[src/rtl/sap1_pkg.sv]
// Shared types and constants for the SAP-1 output port transmitter.
// No logic, so no latency.
// No flow control.
package sap1_pkg;

  typedef enum logic [2:0] {
    IDLE,
    START,
    DATA,
    PARITY,
    STOP
  } tx_state_t;

  localparam logic SDO_IDLE = 1'b1;

endpackage

[src/rtl/sap1_bit_timer.sv]
// Serial bit timer: counts BIT_CYC clock cycles and flags the last one with tick.
// tick is decoded from the count register, so the first tick comes BIT_CYC-1 cycles after a restart.
// No flow control. restart holds the count at 0; CLR is synchronous and active-low.
module sap1_bit_timer #(
  parameter int BIT_CYC = 4
) (
  input  logic clk,
  input  logic clr_n,
  input  logic restart,
  output logic tick
);

  localparam int CW = (BIT_CYC > 1) ? $clog2(BIT_CYC) : 1;

  logic [CW-1:0] cnt_q;
  logic [CW-1:0] cnt_d;

  // The last cycle of a bit is the one where the count reaches BIT_CYC-1.
  assign tick = (cnt_q == CW'(BIT_CYC - 1));

  // Next count: hold at 0 on restart, wrap to 0 after the last cycle of a bit, else increment.
  always_comb begin
    cnt_d = cnt_q + CW'(1);
    if (restart || tick) begin
      cnt_d = '0;
    end
  end

  // Count register with synchronous active-low clear.
  always_ff @(posedge clk) begin
    if (!clr_n) begin
      cnt_q <= '0;
    end else begin
      cnt_q <= cnt_d;
    end
  end

endmodule

[src/rtl/sap1_out_port_tx.sv]
// SAP-1 output port: latches W into R on LOAD and sends the word on SDO as a start/data(LSB-first)/stop frame. Optional even parity bit: SAP1_OUT_PARITY_EN.
// R updates one cycle after LOAD; SDO falls for the start bit one cycle after the LOAD that starts a frame.
// No backpressure: a LOAD while BUSY still updates R but does not start a frame; it sets the sticky OVR flag.
module sap1_out_port_tx
  import sap1_pkg::*;
#(
  parameter int WIDTH   = 8,
  parameter int BIT_CYC = 4
) (
  input  logic             CLK,
  input  logic             CLR,
  input  logic             LOAD,
  input  logic [WIDTH-1:0] W,
  output logic [WIDTH-1:0] R,
  output logic             SDO,
  output logic             BUSY,
  output logic             OVR
);

  localparam int BW = $clog2(WIDTH);

  tx_state_t        state_q, state_d;
  logic [WIDTH-1:0] shift_q, shift_d;
  logic [BW-1:0]    bit_q,   bit_d;
  logic [WIDTH-1:0] r_q,     r_d;
  logic             sdo_q,   sdo_d;
  logic             busy_q,  busy_d;
  logic             ovr_q,   ovr_d;
  logic             load_q,  load_d;
  logic             par_q,   par_d;
  logic             tick;
  logic             start;

  // The timer is held at 0 while idle, so the start bit always gets a full BIT_CYC cycles.
  sap1_bit_timer #(
    .BIT_CYC (BIT_CYC)
  ) u_timer (
    .clk     (CLK),
    .clr_n   (CLR),
    .restart (state_q == IDLE),
    .tick    (tick)
  );

  // Start only on a rising LOAD, so a LOAD held across the end of a frame cannot start another one.
  assign start = LOAD && !load_q;

  // Next-state, datapath and registered-output decode.
  always_comb begin
    state_d = state_q;
    shift_d = shift_q;
    bit_d   = bit_q;
    par_d   = par_q;
    load_d  = LOAD;
    r_d     = LOAD ? W : r_q;
    ovr_d   = ovr_q;

    if (LOAD && (state_q != IDLE)) begin
      ovr_d = 1'b1;
    end

    case (state_q)
      IDLE: begin
        if (start) begin
          state_d = START;
          shift_d = W;
          bit_d   = '0;
          par_d   = ^W;
        end
      end
      START: begin
        if (tick) begin
          state_d = DATA;
        end
      end
      DATA: begin
        if (tick) begin
          shift_d = shift_q >> 1;
          if (bit_q == BW'(WIDTH - 1)) begin
            bit_d = '0;
`ifdef SAP1_OUT_PARITY_EN
            state_d = PARITY;
`else
            state_d = STOP;
`endif
          end else begin
            bit_d = bit_q + BW'(1);
          end
        end
      end
`ifdef SAP1_OUT_PARITY_EN
      PARITY: begin
        if (tick) begin
          state_d = STOP;
        end
      end
`endif
      STOP: begin
        if (tick) begin
          state_d = IDLE;
        end
      end
      default: begin
        state_d = IDLE;
      end
    endcase

    // Outputs are decoded from the next state so they can be registered without an extra cycle.
    busy_d = (state_d != IDLE);
    case (state_d)
      START:   sdo_d = 1'b0;
      DATA:    sdo_d = shift_d[0];
      PARITY:  sdo_d = par_d;
      default: sdo_d = SDO_IDLE;
    endcase
  end

  // State and output registers; CLR low aborts any frame in flight.
  always_ff @(posedge CLK) begin
    if (!CLR) begin
      state_q <= IDLE;
      shift_q <= '0;
      bit_q   <= '0;
      par_q   <= 1'b0;
      load_q  <= 1'b0;
      r_q     <= '0;
      sdo_q   <= SDO_IDLE;
      busy_q  <= 1'b0;
      ovr_q   <= 1'b0;
    end else begin
      state_q <= state_d;
      shift_q <= shift_d;
      bit_q   <= bit_d;
      par_q   <= par_d;
      load_q  <= load_d;
      r_q     <= r_d;
      sdo_q   <= sdo_d;
      busy_q  <= busy_d;
      ovr_q   <= ovr_d;
    end
  end

  assign R    = r_q;
  assign SDO  = sdo_q;
  assign BUSY = busy_q;
  assign OVR  = ovr_q;

endmodule

[config.mk]
export PLATFORM = sky130hd
export DESIGN_NAME = sap1_out_port_tx
export DESIGN_NICKNAME = d
export VERILOG_FILES = /design/src/rtl/sap1_pkg.sv /design/src/rtl/sap1_bit_timer.sv /design/src/rtl/sap1_out_port_tx.sv
export SDC_FILE = /design/constraint.sdc
export NUM_CORES = 1
export LEC_CHECK = 0
export CAP_MARGIN = 20
export CORE_ASPECT_RATIO = 0.9
export CORE_UTILIZATION = 43
export CTS_BUF_LIST = sky130_fd_sc_hd__clkbuf_8 sky130_fd_sc_hd__clkbuf_16
export CTS_CLUSTER_SIZE = 10
export DETAILED_ROUTE_END_ITERATION = 10
export GPL_TIMING_DRIVEN = 0
export PLACE_DENSITY_LB_ADDON = 0.2
export SLEW_MARGIN = 40
export SYNTH_ARGS = -nofsm -noshare
export SYNTH_HDL_FRONTEND = slang
export SYNTH_SLANG_ARGS = --single-unit
[constraint.sdc]
create_clock -name CLK -period 1.45 [get_ports CLK]
set_input_delay 0.2175 -clock CLK [delete_from_list [all_inputs] [get_ports CLK]]
set_output_delay 0.2175 -clock CLK [all_outputs]
set_load 0.02 [all_outputs]
======== Word level (Yosys, flattened, before mapping) ========
Cells that the tools add are included.
storage, ports and cells
  bits in registers ....................... 29
  input port bits ......................... 11
  output and inout bits ................... 11
  word-level logic and storage cells ...... 51
cells by class
  add/sub/neg operators ................... 2
  eq/ne operators ......................... 10
  multiplexer cells ....................... 16
  bitwise operators ....................... 1
  reductions and logical operators ........ 11
operators by type and width
  kind                                           number
  2-to-1 mux 3 bit                               8
  2-to-1 mux 8 bit                               2
  case mux 8 bit (2 select lines)                1
  case mux 3 bit (4 select lines)                1
  == test 3 x 2 -> 1 bit, second input constant  3
  XOR reduction 8 bit                            1
  == test 3 x 1 -> 1 bit, second input constant  2
  == test 3 bit, second input constant           2
  case mux 3 bit (2 select lines)                1
  nonzero test 3 bit                             2
  adder 3 x 1 -> 3 bit, second input constant    1
  logical NOT 3 bit                              1
  case mux 1 bit (3 select lines)                1
  AND reduction 3 bit                            1
  adder 2 x 1 -> 2 bit, second input constant    1
  == test 2 bit, second input constant           1
  logical AND 1 bit                              2
  2-to-1 mux 1 bit                               2
  != test 2 x 1 -> 1 bit, second input constant  1
  != test 2 bit, second input constant           1
  nonzero test 2 bit                             1
  OR reduction 2 bit                             1
  logical NOT 1 bit                              1
  logical OR 1 bit                               1
  inverter 1 bit                                 1

======== Depth between registers and ports, before layout ========
Gate-level depths: netlist of run 1.
  word-level depth ........................ 6
  mapped depth ............................ 6
  gate-level depth less buffers ........... 6

======== Hierarchy ========
A second synthesis of run 1 with hierarchy kept.
second synthesis, totals
  cell total of the unflattened synthesis .. 114
  area, all modules ....................... 1194.9 µm²
modules (own cells, without submodules)
  module            instances  cells an instance  area each (µm²)  seq. area each (µm²)
  sap1_out_port_tx  1          109                1114.8           520.5
  sap1_bit_timer    1          5                  80.1             40.0

======== Worst setup path after synthesis of run 1 ========
No wires, ideal clock.
  path type ............................... reg-to-reg
  start ................................... register bit_q[0]
  end ..................................... register bit_q[0]
  library setup time ...................... 0.070 ns
  arrival ................................. 1.415 ns
  required time ........................... 1.380 ns
  path slack .............................. -0.035 ns
  stages on the path, launching flop included .. 6
  buffers on the path ..................... 0
  period minus slack after synthesis ...... 1.485 ns
  path through ............................ dfxtp_1 ha_1 ha_1 nor4b_1 or3b_1 a21boi_1
between the ends
  word-level cells in the longest chain between the ends .. 4
  elaborated cells on any way between the ends .. 5
  those cells by class .................... 1 x add/sub; 1 x eq/ne; 3 x mux
RTL lines
  item                                                          line                                            source
  from (decl)                                                   sap1_out_port_tx.sv:24                          logic [BW-1:0] bit_q, bit_d;
  from (signal assigned)                                        sap1_out_port_tx.sv:132                         bit_q <= bit_d;
  adder 3 x 1 -> 3 bit / == test 3 bit (equally long branches)  sap1_out_port_tx.sv:86, sap1_out_port_tx.sv:78
  2-to-1 mux 3 bit (*)                                          sap1_out_port_tx.sv:78                          if (bit_q == BW'(WIDTH - 1)) begin
  2-to-1 mux 3 bit (*)                                          sap1_out_port_tx.sv:76                          if (tick) begin
  case mux 3 bit (2 select lines) (*)                           sap1_out_port_tx.sv:61                          case (state_q)
Every way passes the cells marked *; elsewhere a longest branch is shown, timed or not. The select of a mux whose other input is x is not followed.
A chain may end at the register's enable or synchronous reset.

======== Final worst setup path of run 1 ========
Ends and elaborated chain as after synthesis.

==> results.json, run 1 <==
{
  "status": "complete, but fails checks",
  "violations": "DRC, setup timing",
  "rsz0062_at_grt": "true",
  "max_slew_margin_pct": 72.2,
  "seq_area_frac_synth_pct": 47.5,
  "synth_edf_count": 0,
  "die_w_um": 57.2,
  "utilization_pct": 67.0,
  "place_worst_setup_slack_ns": -0.375,
  "period_share_pct": 104,
  "cts_root_buf": "clkbuf_8",
  "grt_usage_pct": 20.1,
  "yosysUniqueCellTypes": 32,
  "crit_required_ns": 1.65,
  "drt-total-wl_mm": 2.70,
  "die_area_um2": 2960,
  "ios": 22,
  "drive_gt1_share_pct": 28.5,
  "crit_fanout": 3,
  "swShare_pct": 22.6,
  "clk_pin_slew_ns": 0.10,
  "skew_ns": 0.00520,
  "wl_met2_mm": 1.31,
  "synthFlopType": "dfxtp_1",
  "netlist.area_leader.share_pct": 47.5,
  "start_kind": "register",
  "syn_inst": 117,
  "intPower_w": 0.00130,
  "drv_cap": 0,
  "wl_met1_mm": 1.20,
  "finalHoldViolCount": 0,
  "vias": 982,
  "antenna_cells": 0,
  "insertion_delay_ns": 0.28,
  "synth_commonest_cells": "28 x dfxtp_1, 13 x nor2b_1, 10 x nand2_1",
  "endpoint_kind": "register",
  "p_clk_share_pct": 36.4,
  "route.detailed.drc": 2,
  "powerDensity_nw_per_um2": 993,
  "grt_pass1_wl_mm": 4.49,
  "synth_largest_area_cell": "dfxtp_1",
  "slew_viol_final": 0,
  "hold_ws_ns": 0.347,
  "pwr-share-seq_pct": 49.4,
  "wl_per_cell_um": 15.1,
  "final.min_clock_period_ns": 1.51,
  "place_congestion": 0.774,
  "core_area_um2": 2530,
  "met3_length_um": 169,
  "grt_overflow": 0,
  "grt_pass1_vias": 1000,
  "netlist_area_um2": 1180,
  "cp_data_arrival_time_ns": 1.72,
  "postRouteAntennaNets": 0,
  "drt-pass1-iter-count": 7,
  "cts_tree": "done",
  "cts_buffers": 3,
  "antenna_found_initial": 0,
  "die_h_um": 51.7,
  "synth.area.top_cells": "dfxtp_1 47%, nor2b_1 6.9%, mux2i_1 6.8%",
  "drt_iter0_drc": 15,
  "setup_viol": 3,
  "cts.path.max_buffers": 2,
  "row_count": 17,
  "netSwitchingPower_w": 0.000381,
  "tightest_slew_ns": 0.417,
  "ys_warn_count": 0,
  "leakage_nw": 0.781,
  "pwr-share-comb_pct": 14.1,
  "critPathKind": "reg -> reg",
  "nets": 166,
  "ys_async_sr_fraction_pct": 0,
  "vdd_drop_max_mv": 0.759,
  "syn-mean-instance-area_um2": 10.1,
  "top_layer_used": "met4",
  "hpwl_mm": 1.61,
  "synth_seq_cells": 28,
  "clock-sinks": 28,
  "portBuffers": 20,
  "worstHoldPathType": "in -> reg",
  "vias_per_cell": 5.49,
  "grt_max_degree": 17,
  "htree_levels": 1,
  "initial_core_util_pct": 46.7,
  "yosysMostFrequentCell": "dfxtp_1",
  "fin_ws_ns": -0.0637,
  "syn_nets": 131,
  "fin_tns_setup_ns": -0.110,
  "fmax_mhz": 661,
  "syn2layout_area_growth_pct": 43.5
}
[power by group through the flow]
stage	logic [W]	registers, W	clock network, W
6_report	0.000238	0.000832	0.000613
5_1_grt	0.000259	0.000837	0.000667
4_1_cts	0.000223	0.000834	0.000630
3_5_place_dp	0.000219	0.000847	0
3_3_place_gp	0.000216	0.000846	0
2_1_floorplan	0.000103	0.000869	0
[registers in the layout (all words and copies together) (netlist names)]
register / count
SDO: 1
OVR: 1
BUSY: 1
R: 8
bit_q: 3
load_q: 1
u_timer.cnt_q: 2
shift_q: 8
state_q: 3
[per-stage QoR]
stage | instances | cell area (µm²) | power (W)
floorplan | 117 | 1190 | 0.000972
global route | 179 | 1700 | 0.00176
detailed placement | 165 | 1420 | 0.00107
CTS | 172 | 1590 | 0.00169
finish | 179 | 1700 | 0.00168
global placement | 165 | 1420 | 0.00106
[cells in the final DEF, fill, tap and decap left out, drive strengths merged, types with 5 or more instances in the layout]
master / synthesis / routed
nor2b: 13 / 13
a21boi: 9 / 9
clkdlybuf4s50: 0 / 10
buf: 5 / 15
dfxtp: 28 / 28
nand2: 10 / 10
mux2i: 8 / 8
dlymetal6s2s: 0 / 8
clkbuf: 3 / 6
a21oi: 5 / 5
a22oi: 6 / 6
[layout make-up]
cell class	instances	area [µm²]
timing repair buffer	30	294
buffer	8	57.6
clock buffer	3	41.3
multi-input combinational	78	654
clock inverter	1	30.0
fill	197	836
inverter	3	11.3
tap	28	35.0
sequential	28	572
[path summary, 6_finish.rpt]
| kind | start | end | slack [ns] | cells after the start |
|---|---|---|---|---|
| max | bit_q[0] | bit_q[0] | -0.06 | 5 |
| min | CLR | SDO | 0.35 | 2 |
| max reg2reg | bit_q[0] | bit_q[0] | -0.06 | 5 |
| min reg2reg | u_timer.cnt_q[0] | u_timer.cnt_q[0] | 0.44 | 1 |
[kinds of logic after synthesis]
logic type               share of synthesized area (%)
flip-flops                                        47.5
buffers and inverters                             4.77
AND/OR/NAND/NOR                                   21.8
AO/OA/AOI/OAI                                     16.0
adder cells (fa/ha/maj)                           3.18
multiplexers                                      6.78
[per-layer routing]
layer / up-vias / track usage, %
met3: 6 / 5.72
met1: 467 / 25.0
met2: 28 / 34.3
li1: 481 / -
met4: 0 / 5.28
met5: - / 0
[repair_timing]
item	4_1_cts	5_1_grt
gates resized for setup	20	24
setup buffers	3	6
pin swaps	4	8
hold buffers	0	0
hold endpoints to repair	0	0
setup endpoints to repair	14	22
cloned	0	1
[critical path: stages (launching register included)]
cell and delay (ns):
dfxtp_4 0.37, ha_4 0.16, ha_4 0.16, nor4b_4 0.22, or3b_1 0.38, a21boi_1 0.15
No activity file was read; power rests on OpenSTA's default activity.
==> run 2, diff against run 1 <==
--- a/config.mk
+++ b/config.mk
@@ -6,7 +6,7 @@
 export NUM_CORES = 1
 export LEC_CHECK = 0
 export CAP_MARGIN = 20
-export CORE_ASPECT_RATIO = 0.9
+export CORE_ASPECT_RATIO = 1.5
 export CORE_UTILIZATION = 43
 export CTS_BUF_LIST = sky130_fd_sc_hd__clkbuf_8 sky130_fd_sc_hd__clkbuf_16
 export CTS_CLUSTER_SIZE = 10
==> run 2 against run 1 <==
The flow now finishes without violations. Die area is 0.13% higher. Cell count increased by 5.0%. Final area grew 0.81%. Worst setup slack improved by 0.065 ns. Clock-buffer cell count unchanged.
==> results.json, run 2 (synthesis gave the netlist of run 1 again) <==
{
  "status": "finished, final reports clean",
  "finalHoldViolCount": 0,
  "drive_gt1_share_pct": 27.6,
  "drt-pass1-iter-count": 4,
  "cp_common_cell": "ha_4",
  "grt_pass1_wl_mm": 4.29,
  "final.min_clock_period_ns": 1.45,
  "grt_usage_pct": 19.8,
  "grt_max_degree": 17,
  "endpoint_kind": "register",
  "critPathKind": "reg -> reg",
  "nets": 167,
  "place_congestion": 0.764,
  "period_share_pct": 99.9,
  "critPathTopFamily": "simple AND/OR/NAND/NOR gates",
  "r2r_end": "bit_q[0]",
  "route.detailed.drc": 0,
  "path_cells": "ha_4 -> ha_4 -> nor4b_4 -> or3b_1 -> a21boi_1",
  "vdd_drop_max_mv": 0.726,
  "drt-total-wl_mm": 2.66,
  "portBuffers": 20,
  "initial_core_util_pct": 46.6,
  "worstHoldEndpoint": "R[2]",
  "slowest_stage": "or3b_1",
  "htree_levels": 1,
  "clock-sinks": 28,
  "timing.rr.start": "bit_q[1]",
  "ff2ff_setup_slack_ns": 0.001,
  "max_stage_delay_ns": 0.36,
  "wl_per_cell_um": 14.1,
  "worstHoldPathType": "in -> reg",
  "crit_fanout": 2,
  "vias_per_cell": 5.30,
  "fin_ws_ns": 0.00141,
  "die_h_um": 66.2,
  "utilization_pct": 67.5,
  "hpwl_mm": 1.68,
  "postRouteAntennaNets": 0,
  "tightest_slew_ns": 0.401,
  "ios": 22,
  "insertion_delay_ns": 0.28,
  "grt_overflow": 0,
  "vias": 997,
  "skew_ns": 0.00603,
  "r2r_cells": 5,
  "total_power_w": 0.00168,
  "worst-path-buf-inv": 0,
  "powerDensity_nw_per_um2": 983,
  "rsz0062_at_grt": "true",
  "antenna_found_initial": 0,
  "drv_cap": 0,
  "cts_tree": "done",
  "cts_buffers": 3,
  "postCtsHoldBufs": 0,
  "fmax_mhz": 690,
  "die_area_um2": 2960,
  "antenna_cells": 0,
  "grt_pass1_vias": 895,
  "cp_data_arrival_time_ns": 1.65,
  "cts_root_buf": "clkbuf_8",
  "place_worst_setup_slack_ns": -0.449,
  "clk_pin_slew_ns": 0.10,
  "crit_required_ns": 1.65,
  "final_common_cell": "dfxtp_1",
  "start_kind": "register",
  "core_area_um2": 2530,
  "die_w_um": 44.8,
  "syn2layout_area_growth_pct": 44.7,
  "min_path_cells": 2,
  "final_cell_mix": "21 x dfxtp_1, 12 x nor2b_1, 10 x nand2_1, 10 x clkdlybuf4s50_1, 10 x buf_4",
  "slew_viol_final": 0,
  "row_count": 22,
  "max_slew_margin_pct": 73.2,
  "drt_iter0_drc": 21,
  "hold_ws_ns": 0.351,
  "cts.path.max_buffers": 2,
  "leakage_nw": 0.778,
  "cp.depth": 5,
  "min_from": "CLR",
  "setup_viol": 0
}
==> run 2: cell types whose count changed in the layout (fill, tap and decap cells not counted), sizes merged <==
cell,change
buf,+1
==> run 2: worst max path at each step <==
stage / start / end / slack, ns
final: bit_q[1] / bit_q[0] / 0.001
after global routing: bit_q[0] / bit_q[0] / -0.07
after CTS: bit_q[1] / bit_q[0] / -0.07
after detailed placement: LOAD / SDO / -0.45
after global placement: LOAD / SDO / -0.42
after floorplan: u_timer.cnt_q[0] / SDO / 0.006
==> run 2: power breakdown <==
part / switching (W) / leakage, nW / internal (W) / total, W
combinational: 0.000112 / 0.510 / 0.000124 / 0.000235
sequential: 0.0000254 / 0.233 / 0.000809 / 0.000834
clock: 0.000241 / 0.0357 / 0.000370 / 0.000611
==> run 2: timing repair <==
item,in CTS,in global routing
setup buffers,5,5
endpoints found under the setup margin,14,20
resized for setup,19,23
pin swaps,4,5
endpoints found under the hold margin,0,0
gates cloned,0,1
==> run 2: routing by layer <==
metal	GRT usage (%)	part of all wire [%]
met3	3.28	4.0
met5	0	0
met2	33.1	54
met1	25.3	41
met4	6.82	1.3
==> run 2: final cells by class <==
type	instances	area [µm²]
repair buffers	31	298
inverters	3	11.3
clock inverters	1	30.0
clock buffers	3	41.3
fillers	214	823
plain buffers	8	61.3
well taps	36	45.0
multi-input cells	78	651
flip-flops and latches	28	572
==> run 2: per-stage QoR <==
stage	instances	area [µm²]	setup TNS, ns
6_report	188	1710	0
4_1_cts	182	1610	-0.0990
5_1_grt	188	1710	-0.182
3_5_place_dp	173	1430	-3.79
2_1_floorplan	117	1190	0
3_3_place_gp	173	1430	-3.34
==> edit, RTL diff (settings of run 2) <==
`BIT_CYC` is set to 4 in 2 places; all go to 8.
--- a/src/rtl/sap1_bit_timer.sv
+++ b/src/rtl/sap1_bit_timer.sv
@@ -2,7 +2,7 @@
 // tick is decoded from the count register, so the first tick comes BIT_CYC-1 cycles after a restart.
 // No flow control. restart holds the count at 0; CLR is synchronous and active-low.
 module sap1_bit_timer #(
-  parameter int BIT_CYC = 4
+  parameter int BIT_CYC = 8
 ) (
   input  logic clk,
   input  logic clr_n,
--- a/src/rtl/sap1_out_port_tx.sv
+++ b/src/rtl/sap1_out_port_tx.sv
@@ -5,7 +5,7 @@
   import sap1_pkg::*;
 #(
   parameter int WIDTH   = 8,
-  parameter int BIT_CYC = 4
+  parameter int BIT_CYC = 8
 ) (
   input  logic             CLK,
   input  logic             CLR,
Check against the original RTL: not equivalent (a bounded check fails within 10 cycles, from zero or initial values).
==> edit against run 2 <==
The flow now finishes with violations (setup timing). Power increased by 2.1%. Wire length grew 8.5%. Area after synthesis increased by 10%. Utilization shrank 4.1 points. Global-route usage up 0.086 points. Design area grew 7.0%. Sequential cell count up 1. Largest cell class unchanged. Worst setup slack lost 0.040 ns. Highest routed layer unchanged.
==> edit: results (changes against run 2) <==
status: "complete, but fails checks"
violations: "setup timing"
timing.final.setup_violations: 3  # +3
pre_cts_ws_ns: -0.205  # +0.244 ns
globalplace.congestion: 0.744  # -2.7%
gr-usage-met1_pct: 19.6  # -5.6 points
hold_depth: 1  # -1
syn_avg_cell_area_sq_um: 11.0  # +8.6%
portBuffers: 21  # +5.0%
hold_class: "flop to flop"
groute.usage.overall_pct: 19.9  # +0.086 points
p_int_w: 0.00129  # -1.0%
holdWs_ns: 0.439  # +0.0882 ns
r2r_start: "u_timer.cnt_q[0]$_SDFF_PP0_"
postSynthNetCount: 135  # +3.1%
reg2regPathDepth: 6  # +1
grt_pass1_vias: 1046  # +17%
via_per_inst: 5.28  # -0.46%
r2r-end: "shift_q[1]$_SDFFE_PN0P_"
nets: 166  # -0.60%
synth_area_leaders: "dfxtp_1 (44%), nor2b_1 (6.7%), mux2i_1 (6.1%)"
wl_per_cell_microns: 15.2  # +7.4%
pwr-share-clk_pct: 35.0  # -1.3 points
slew-limit-headroom_pct: 72.7  # -0.54 points
use_met2_pct: 34.9  # +1.8 points
peakVddDrop_uv: 598  # -18%
wl_met2_microns: 1580  # +11%
setup_slack_ns: -0.0385  # -0.0399 ns
ys_top_cells_by_count: "dfxtp_1 (29), nor2b_1 (14), mux2i_1 (8), nand2_1 (8), a22oi_2 (6)"
seqPwrFrac_pct: 50.3  # +0.7 points
wl_met3_microns: 85  # -21%
## edit: cell count changes in the layout (fill, tap and decap cells not counted), moves of 4 or more
cell	change
buf_4	-8
a22oi_2	+6
a21boi_0	-5
a21boi_2	+5
dfxtp_1	+5
a21boi_1	-4
a22oi_1	-4
buf_6	-4
## edit: final cells by class
type | instances | area [sq um] | area share (%)
timing repair buffer | 23 | 258 | 14.1
multi-input combinational | 83 | 793 | 43.4
sequential | 29 | 584 | 32.0
tap | 39 | 48.8 | 2.67
clock inverter | 3 | 11.3 | 0.616
clock buffer | 5 | 68.8 | 3.76
inverter | 2 | 7.51 | 0.411
buffer | 6 | 56.3 | 3.08
## edit: timing repair
item,in CTS,in global routing
gates resized for setup,17,16
pin swaps,2,6
gates cloned,2,0
endpoints found under the setup margin,14,15
buffers inserted,0,1
## edit: cell families after synthesis
kind of cell	synth area share, %
AO/OA/AOI/OAI	17.7
AND/OR/NAND/NOR	21.4
adder cells (fa/ha/maj)	4.79
flip-flops	44.5
buffers and inverters	4.60
multiplexers	7.00
